`config.mk`:
```
export PLATFORM = sky130hd
export DESIGN_NAME = conv_controller
export DESIGN_NICKNAME = d
export VERILOG_FILES = /design/src/rtl/conv_controller.sv
export SDC_FILE = /design/constraint.sdc
export NUM_CORES = 1
export LEC_CHECK = 0
export CORE_ASPECT_RATIO = 1.2
export CORE_MARGIN = 2
export CORE_UTILIZATION = 35
export CTS_BUF_LIST = sky130_fd_sc_hd__clkbuf_4
export CTS_CLUSTER_DIAMETER = 50
export CTS_CLUSTER_SIZE = 28
export DETAILED_ROUTE_END_ITERATION = 10
export DONT_BUFFER_PORTS = 1
export GPL_TIMING_DRIVEN = 0
export PLACE_DENSITY_LB_ADDON = 0.3
export SYNTH_ARGS = -nofsm -noshare
export SYNTH_HDL_FRONTEND = slang
export SYNTH_SLANG_ARGS = --single-unit
```
`constraint.sdc`:
```
create_clock -name clk -period 6.05 [get_ports clk]
set_input_delay 1.21 -clock clk [delete_from_list [all_inputs] [get_ports clk]]
set_output_delay 1.21 -clock clk [all_outputs]
set_load 0.03 [all_outputs]
```
`src/rtl/conv_controller.sv`:
```
// conv_controller: sequencer FSM for the CNN convolution datapath.
// One start pulse walks through the filter load, then per input row-slice the
// main-buffer fill followed by window shift / clear / MAC / OFM write for every
// output of that row, and finishes with a one-cycle done pulse.
// All outputs are registered and are pure decodes of the registered state, so
// every strobe and its address appear in the same cycle.
module conv_controller #(
  parameter int N           = 4,
  parameter int FILT_LEN    = 9,
  parameter int FILT_BASE   = 0,
  parameter int IFM_BASE    = 64,
  parameter int ROW_STRIDE  = 16,
  parameter int BUF_LEN     = 48,
  parameter int WIN_LEN     = 9,
  parameter int STRIDE      = 1,
  parameter int MAC_LEN     = 9,
  parameter int OUT_PER_ROW = 4,
  parameter int OFM_COUNT   = 16
) (
  input  logic         clk,
  input  logic         rst,
  input  logic         start,
  output logic         busy,
  output logic         done,
  output logic         wEnBuff,
  output logic         w_r_EnMem,
  output logic         writeEnwindow,
  output logic         readEnmac,
  output logic         addEn,
  output logic         winRst,
  output logic         wrofm,
  output logic [5:0]   filterCount,
  output logic [5:0]   macCount,
  output logic [9:0]   memAddress,
  output logic [5:0]   buffAddress,
  output logic [7:0]   ofmaddr,
  output logic [N-1:0] wEnFilter
);

  localparam int PE_W = (N > 1) ? $clog2(N) : 1;

  typedef enum logic [2:0] {
    S_IDLE,
    S_LOAD_FILT,
    S_LOAD_BUFF,
    S_FILL_WIN,
    S_CLR,
    S_MAC,
    S_WRITE,
    S_DONE
  } state_t;

  // Registered state and loop indices
  state_t           r_state;
  logic [PE_W-1:0]  r_pe;
  logic [5:0]       r_k;
  logic [5:0]       r_i;
  logic [7:0]       r_row;
  logic [7:0]       r_ofm;
  logic [7:0]       r_shift;
  logic [5:0]       r_mac;

  // Registered outputs
  logic             r_busy;
  logic             r_done;
  logic             r_wEnBuff;
  logic             r_writeEnwindow;
  logic             r_mac_en;
  logic             r_winRst;
  logic             r_wrofm;
  logic [5:0]       r_filterCount;
  logic [5:0]       r_macCount;
  logic [9:0]       r_memAddress;
  logic [5:0]       r_buffAddress;
  logic [7:0]       r_ofmaddr;
  logic [N-1:0]     r_wEnFilter;

  // Next-cycle values
  state_t           w_state;
  logic [PE_W-1:0]  w_pe;
  logic [5:0]       w_k;
  logic [5:0]       w_i;
  logic [7:0]       w_row;
  logic [7:0]       w_ofm;
  logic [7:0]       w_shift;
  logic [5:0]       w_mac;
  logic [7:0]       w_ofm_inc;
  logic [9:0]       w_filt_addr;
  logic [9:0]       w_ifm_addr;

  assign w_ofm_inc = r_ofm + 8'd1;

  // Addresses wrap modulo 2^10; doing the sum in 10 bits gives the same result.
  assign w_filt_addr = 10'(FILT_BASE) + 10'(w_pe) * 10'(FILT_LEN) + 10'(w_k);
  assign w_ifm_addr  = 10'(IFM_BASE) + 10'(w_row) * 10'(ROW_STRIDE) + 10'(w_i);

  // Next-state and next-index selection for the run sequence
  always_comb begin
    w_state = r_state;
    w_pe    = r_pe;
    w_k     = r_k;
    w_i     = r_i;
    w_row   = r_row;
    w_ofm   = r_ofm;
    w_shift = r_shift;
    w_mac   = r_mac;
    case (r_state)
      S_IDLE: begin
        if (start) begin
          w_state = S_LOAD_FILT;
          w_pe    = '0;
          w_k     = '0;
        end
      end
      S_LOAD_FILT: begin
        if (r_k == 6'(FILT_LEN - 1)) begin
          w_k = '0;
          if (r_pe == PE_W'(N - 1)) begin
            w_state = S_LOAD_BUFF;
            w_row   = '0;
            w_i     = '0;
          end else begin
            w_pe = r_pe + 1'b1;
          end
        end else begin
          w_k = r_k + 6'd1;
        end
      end
      S_LOAD_BUFF: begin
        if (r_i == 6'(BUF_LEN - 1)) begin
          w_state = S_FILL_WIN;
          w_shift = 8'(WIN_LEN);
        end else begin
          w_i = r_i + 6'd1;
        end
      end
      S_FILL_WIN: begin
        // r_shift holds the shifts still to do, including the current cycle
        if (r_shift <= 8'd1) begin
          w_state = S_CLR;
        end else begin
          w_shift = r_shift - 8'd1;
        end
      end
      S_CLR: begin
        w_state = S_MAC;
        w_mac   = '0;
      end
      S_MAC: begin
        if (r_mac == 6'(MAC_LEN - 1)) begin
          w_state = S_WRITE;
        end else begin
          w_mac = r_mac + 6'd1;
        end
      end
      S_WRITE: begin
        w_ofm = w_ofm_inc;
        if (r_ofm == 8'(OFM_COUNT - 1)) begin
          w_state = S_DONE;
        end else if (({24'd0, w_ofm_inc} % 32'(OUT_PER_ROW)) == 32'd0) begin
          w_state = S_LOAD_BUFF;
          w_row   = r_row + 8'd1;
          w_i     = '0;
        end else begin
          w_state = S_FILL_WIN;
          w_shift = 8'(STRIDE);
        end
      end
      S_DONE: begin
        w_state = S_IDLE;
        w_ofm   = '0;
        w_row   = '0;
        w_pe    = '0;
      end
      default: begin
        w_state = S_IDLE;
      end
    endcase
  end

  // State, indices and output registers; outputs decode the state being entered
  always_ff @(posedge clk or negedge rst) begin
    if (!rst) begin
      r_state         <= S_IDLE;
      r_pe            <= '0;
      r_k             <= '0;
      r_i             <= '0;
      r_row           <= '0;
      r_ofm           <= '0;
      r_shift         <= '0;
      r_mac           <= '0;
      r_busy          <= 1'b0;
      r_done          <= 1'b0;
      r_wEnBuff       <= 1'b0;
      r_writeEnwindow <= 1'b0;
      r_mac_en        <= 1'b0;
      r_winRst        <= 1'b0;
      r_wrofm         <= 1'b0;
      r_filterCount   <= '0;
      r_macCount      <= '0;
      r_memAddress    <= '0;
      r_buffAddress   <= '0;
      r_ofmaddr       <= '0;
      r_wEnFilter     <= '0;
    end else begin
      r_state         <= w_state;
      r_pe            <= w_pe;
      r_k             <= w_k;
      r_i             <= w_i;
      r_row           <= w_row;
      r_ofm           <= w_ofm;
      r_shift         <= w_shift;
      r_mac           <= w_mac;
      r_busy          <= (w_state != S_IDLE);
      r_done          <= (w_state == S_DONE);
      r_wEnBuff       <= (w_state == S_LOAD_BUFF);
      r_writeEnwindow <= (w_state == S_FILL_WIN);
      r_mac_en        <= (w_state == S_MAC);
      r_winRst        <= (w_state == S_CLR);
      r_wrofm         <= (w_state == S_WRITE);
      r_wEnFilter     <= (w_state == S_LOAD_FILT) ? (N'(1) << w_pe) : '0;
      if (w_state == S_LOAD_FILT) begin
        r_filterCount <= w_k;
        r_memAddress  <= w_filt_addr;
      end
      if (w_state == S_LOAD_BUFF) begin
        r_buffAddress <= w_i;
        r_memAddress  <= w_ifm_addr;
      end
      if (w_state == S_MAC) begin
        r_macCount <= w_mac;
      end
      if (w_state == S_WRITE) begin
        r_ofmaddr <= w_ofm;
      end
    end
  end

  assign busy          = r_busy;
  assign done          = r_done;
  assign wEnBuff       = r_wEnBuff;
  assign w_r_EnMem     = 1'b0;
  assign writeEnwindow = r_writeEnwindow;
  assign readEnmac     = r_mac_en;
  assign addEn         = r_mac_en;
  assign winRst        = r_winRst;
  assign wrofm         = r_wrofm;
  assign filterCount   = r_filterCount;
  assign macCount      = r_macCount;
  assign memAddress    = r_memAddress;
  assign buffAddress   = r_buffAddress;
  assign ofmaddr       = r_ofmaddr;
  assign wEnFilter     = r_wEnFilter;

endmodule
```
### After elaboration in Yosys (flattened, before gate mapping)

Index checks and enable logic that the tools add are counted.

| word-level totals | value |
|---|---|
| flip-flop bits (word level) | 94 |
| input port bits | 3 |
| output and inout port bits | 49 |
| logic and storage cells | 107 |

| operators by class | value |
|---|---|
| add/subtract/negate cells | 10 |
| multiply operators | 1 |
| order comparisons | 1 |
| equality and inequality tests | 26 |
| shifts and indexed selects | 1 |
| mux-type cells | 38 |
| reduce and logical (&&, ||, !) cells | 8 |

Operators with widths:

| operator | count |
|---|---|
| $mux 8 | 8 |
| $mux 6 | 8 |
| $pmux 8 s3 | 2 |
| $logic_not 32->1 | 1 |
| $eq 3x3->1 const B | 8 |
| $pmux 3 s8 | 1 |
| $pmux 6 s2 | 2 |
| $mux 3 | 7 |
| $mux 10 | 2 |
| $add 6x1->6 const B | 3 |
| $pmux 6 s3 | 1 |
| $add 8x1->8 const B | 2 |
| $pmux 8 s2 | 1 |
| $ne 2x2->1 const B | 7 |
| $eq 3x2->1 const B | 4 |
| $eq 6x4->1 const B | 2 |
| $add 10x6->10 | 1 |
| $add 7x10->10 const A | 1 |
| $reduce_and 5->1 | 2 |
| $reduce_bool 3->1 | 3 |
| $eq 8x4->1 const B | 1 |
| $le 8x1->1 const B | 1 |
| $sub 8x1->8 const B | 1 |
| $add 6x6->7 | 1 |
| other kinds (12) | 15 |

### Longest topological paths before layout

| depth | value |
|---|---|
| word-level depth | 8 |
| mapped depth | 13 |
| gate-level depth less buffers | 13 |

### Least setup slack after synthesis

OpenSTA, ideal clock, no wires.

| timing | value |
|---|---|
| path kind | input -> register |
| start point | input start |
| end point | register r_memAddress[5], in the netlist memAddress[5] |
| library setup time | 125 ps |
| arrival time | 3457 ps |
| required time | 5925 ps |
| setup slack | 2469 ps |
| stages on the path | 9 |
| buffers on the path | 0 |
| path through | o21ai_0 -> a22o_1 -> ha_1 -> ha_1 -> fa_1 -> a31oi_1 -> xnor2_1 -> mux2_2 -> mux2_2 |

| between the ends | value |
|---|---|
| elaborated cells on any way between the ends | 13 |
| classes of those cells | add/sub (1); mul (1); eq/ne (2); mux (8); reduce/logical (1) |

RTL lines:

| item | RTL line | text |
|---|---|---|
| start: declaration | 22 | `input logic start,` |
| $mux 6 | 109 | `if (start) begin` |
| $pmux 6 s2 | 107 | `case (r_state)` |
| net w_k[1] | 81 | `logic [5:0] w_k;` |
| $add 6x6->7 | 94 | `assign w_filt_addr = 10'(FILT_BASE) + 10'(w_pe) * 10'(FILT_LEN) + 10'(w_k);` |
| $mux 10 | 222 | `if (w_state == S_LOAD_FILT) begin` |
| $mux 10 | 226 | `if (w_state == S_LOAD_BUFF) begin` |
| end signal: assignment | 224 | `r_memAddress <= w_filt_addr;` |
| end signal: assignment | 228 | `r_memAddress <= w_ifm_addr;` |
| end: declaration | 73 | `logic [9:0] r_memAddress;` |

The timed path passes the listed nets, and every way through them passes these cells. The select of a mux whose other input is x is not followed.
A chain may end at the register's enable or synchronous reset.

### Worst setup path in the final report

| timing | value |
|---|---|
| start point | register r_k[4] |
| end point | register r_memAddress[5], in the netlist memAddress[5] |

| between the ends | value |
|---|---|
| longest elaborated chain between the ends | 7 |
| elaborated cells on any way between the ends | 22 |
| classes of those cells | add/sub (4); mul (1); eq/ne (3); mux (13); reduce/logical (1) |

Ends and longest elaborated chain:

| item | RTL line | text |
|---|---|---|
| start: declaration | 56 | `logic [5:0] r_k;` |
| start signal: assignment | 208 | `r_k <= w_k;` |
| $eq 6x4->1 | 116 | `if (r_k == 6'(FILT_LEN - 1)) begin` |
| $mux 2 | 116 |  |
| $pmux 2 s3 | 107 |  |
| net w_pe[1] | 80 | `logic [PE_W-1:0] w_pe;` |
| $mul 2x4->6 | 94 |  |
| $add 6x6->7 | 94 |  |
| $mux 10 | 222 |  |
| $mux 10 | 226 |  |

The timed path passes the listed nets, and every way through them passes these cells. The select of a mux whose other input is x is not followed.

==> qor.csv <==
stage;metric;value;unit
detailed_routing;residual DRC count;0;
setup_path;worst setup path start;r_k[4];
global_routing;largest net degree at the start of global routing;93;
timing;final worst-path cycle share;62.86;%
final_layout;final instance area;0.005116;sq mm
final_layout;most frequent cells in the layout;dfrtp_1, nand2_1, o21ai_0;
logic_synthesis;largest family of logic cells by synthesized area;compound AO/OA/AOI/OAI gates;
final_layout;nets;491;
global_routing;total track usage;15.52;%
timing;Tmin final;3803;ps
pwr;total power;0.001912;W
clocking;post-cts hold buffer count;0;
setup_path;Setup CP Type;register to register;
final_layout;ANT cells;0;
detailed_routing;Avg Vias per Cell;5.478;
logic_synthesis;leading register cell type out of synthesis;dfrtp_1;
detailed_routing;routed length per placed instance;16.81;um
logic_synthesis;EDFF count, synth;0;
timing;max-slew violation count;0;
pwr;power density cells;373.8;mW/mm^2
logic_synthesis;XOR/XNOR share of the synthesized area;2.214;%
setup_path;Worst R2R Setup Slack;2250;ps
min_path;Worst Hold Class;input pin to async pin;
placed_design;HPWL after DPL;7.731;mm
clocking;Post-CTS Setup Inserts;0;
logic_synthesis;Cell variety after synth;68;
timing;clock skew;20.59;ps
die;Initial Util;35.86;%
logic_synthesis;compound-gate portion of the synthesized area;17.90;%
clocking;worst skew pair latency;480;ps
setup_path;Worst Path Buf+Inv;0;
setup_path;arrival time worst endpoint;4190;ps
setup_path;RR Startpoint;r_k[4];
setup_path;reg2reg path depth;10;
clocking;Root Driver;clkbuf_4;
final_layout;fin util;38.65;%
logic_synthesis;post-synthesis sequential area ratio;48.50;%
clocking;# resized after CTS;0;
timing;final hold violations;0;
timing;worst rel slew slack;41.25;%
final_layout;commonest non-fill, non-tap cell in the layout;dfrtp_1;
pwr;leak pwr;2.432;nW
global_routing;vias in the first global route;3496;
pwr;peak supply drop;0.2588;mV
setup_path;crit start category;register;
timing;fmax;262.9;MHz
global_routing;first-pass GRT wire length;17.66;mm
clocking;TritonCTS buffer count;9;
clocking;Worst-path clk slew;150;ps
logic_synthesis;Post-Syn Nets;480;
timing;Setup Viol. Count Final;0;
timing;Worst Slack Setup Final;2247;ps
final_layout;Layout Area Growth over Synthesis;7.775;%
run;max-cap violation count;0;
logic_synthesis;Synth Register Bits;92;
placed_design;input/output buffers;0;
die;Die Wd;110.3;um
logic_synthesis;asr flop ratio synth;100.0;%
outcome;status;completed;
setup_path;Crit Path Max Fanout;7;
clocking;H-Tree Depth;3;
timing;worst-margin pin slew;879.4;ps
timing;RSZ-0062 raised after global routing;false;
die;Core Footprint;0.01324;sq mm
detailed_routing;vias;3506;
global_routing;antenna violations before repair;0;
setup_path;Crit path largest cell delay;640;ps
logic_synthesis;Syn Area/Cell;10.41;sq um
clocking;clk buf depth;2;
detailed_routing;DRT iter0 DRCs;201;
detailed_routing;antenna viol nets, final;0;
final_layout;share of cells above drive strength 1;11.65;%
die;die area;0.01451;sq mm
logic_synthesis;adder-cell area share of the yosys netlist;5.851;%
setup_path;CP required;6440;ps
setup_path;CP Cell Sequence;nor4b_1, nand2_1, o31ai_1, ha_1, ha_1, fa_1, a31oi_1, xnor2_1, mux2_2, mux2_2;
clocking;CTS tree;built;
setup_path;Critical Path Slowest Stage Cell;o31ai_1;
placed_design;Area after DPL;0.004957;sq mm
logic_synthesis;Cell Area, Synth;0.004747;sq mm
logic_synthesis;synthesized instance count;456;
die;number of I/O pins;52;
setup_path;Reg-to-Reg End;memAddress[5];
detailed_routing;1st-pass router iterations;4;
placed_design;RD Place Congestion;0.7996;
detailed_routing;final wirelength;10.76;mm
clocking;clk sinks;92;
logic_synthesis;simple-gate portion of the synthesized area;17.55;%
placed_design;worst slack at placement;2110;ps
die;Die H;131.6;um
logic_synthesis;mux contribution to synthesized area;4.718;%
global_routing;grt ovf;0;
logic_synthesis;YS warnings;0;
timing;setup TNS;0;ps
die;row count;46;
setup_path;CP endpoint kind;register;
setup_path;CP delay by family, top;adder cells;
-- logic make-up (layout without fill, tap and decap cells) --
logic type | Yosys count | in the layout
xor gates and xnor gates | 12 | 12
other | 1 | 1
muxes | 20 | 20
buffers and inverters | 32 | 48
AOI/OAI and AO/OA | 118 | 118
and+or+nand+nor | 160 | 160
DFF | 92 | 92
adders and majority gates | 21 | 21
-- layout make-up --
type / count / area (sq um)
fill: 1330 / 8122
tap: 168 / 210.2
sequential: 92 / 2302
clock buffer: 11 / 82.58
inverter: 14 / 55.05
clock inverter: 5 / 76.32
multi-input combinational: 332 / 2293
buffer: 18 / 96.34
-- per-layer routing --
layer	vias up	part of all wire [%]	GRT usage, %
li1	1692	-	-
met3	15	5.0	3.621
met4	0	2.2	6.597
met1	1721	45	19.92
met5	-	0	0
met2	78	48	24.68
-- stage by stage --
step | cells | hold slack [ps]
global route | 640 | 370.1
floorplan | 456 | 444.9
global placement | 624 | 463.2
CTS | 640 | 364.6
finish | 640 | 402.1
detailed placement | 624 | 501.6
-- how the worst max path moves through the flow --
stage	to	slack (ps)	cells past startpoint
after CTS	memAddress[5]	2220	10
final	memAddress[5]	2250	10
after global placement	memAddress[5]	2150	9
after floorplan	memAddress[5]	2470	9
after detailed placement	memAddress[5]	2110	9
after global routing	memAddress[5]	1910	10
-- synth_stat cells, types with 3 or more instances --
library cell  number  area share (%)
mux2_2            15             3.6
ha_1              19             5.0
o31ai_1            9             1.4
nor2_1            31             2.5
a21oi_1           15             1.6
nor3_1            10             1.1
buf_2              4            0.42
xnor2_1            7             1.3
nand3b_1           3            0.47
o221ai_1           3            0.55
or3_1              4            0.53
and3_1            10             1.3
dfrtp_1           92              48
or2_2              5            0.66
o211ai_1           4            0.63
mux2i_1            4            0.84
o21ai_0           32             3.4
o41ai_1            4            0.74
xor2_1             5            0.92
nand2b_1           8             1.1
inv_1             13             1.0
nand2_1           47             3.7
nor2b_1            3            0.40
clkbuf_1           9            0.71
a311o_1            4            0.84
nor3b_1            4            0.63
nand3_1           16             1.7
a21o_1            11             1.7
a22o_1             6             1.1
a31oi_1            3            0.40
o2bb2ai_1          4            0.74
-- worst reg2reg max path, cell delays in order (launching register included) --
cell	delay, ps
dfrtp_1	470
nor4b_1	520
nand2_1	260
o31ai_1	640
ha_1	360
ha_1	230
fa_1	430
a31oi_1	230
xnor2_1	80
mux2_2	250
mux2_2	260
-- where the power goes --
| group | total [W] | internal [W] | leakage, nW | switching [W] |
|---|---|---|---|---|
| registers | 0.000950 | 0.000730 | 1.22 | 0.000221 |
| clock network | 0.000387 | 0.000175 | 0.0845 | 0.000212 |
| logic | 0.000575 | 0.000262 | 1.13 | 0.000313 |
-- state kept, by name (all words and copies together), names as in the netlist --
name           flops
memAddress        10
ofmaddr            8
r_ofm              8
r_shift            8
buffAddress        6
filterCount        6
macCount           6
r_i                6
r_k                6
r_mac              6
r_row              6
wEnFilter          4
r_state            3
r_pe               2
addEn              1
busy               1
done               1
wEnBuff            1
winRst             1
writeEnwindow      1
wrofm              1
No activity file was read; power rests on OpenSTA's default activity.
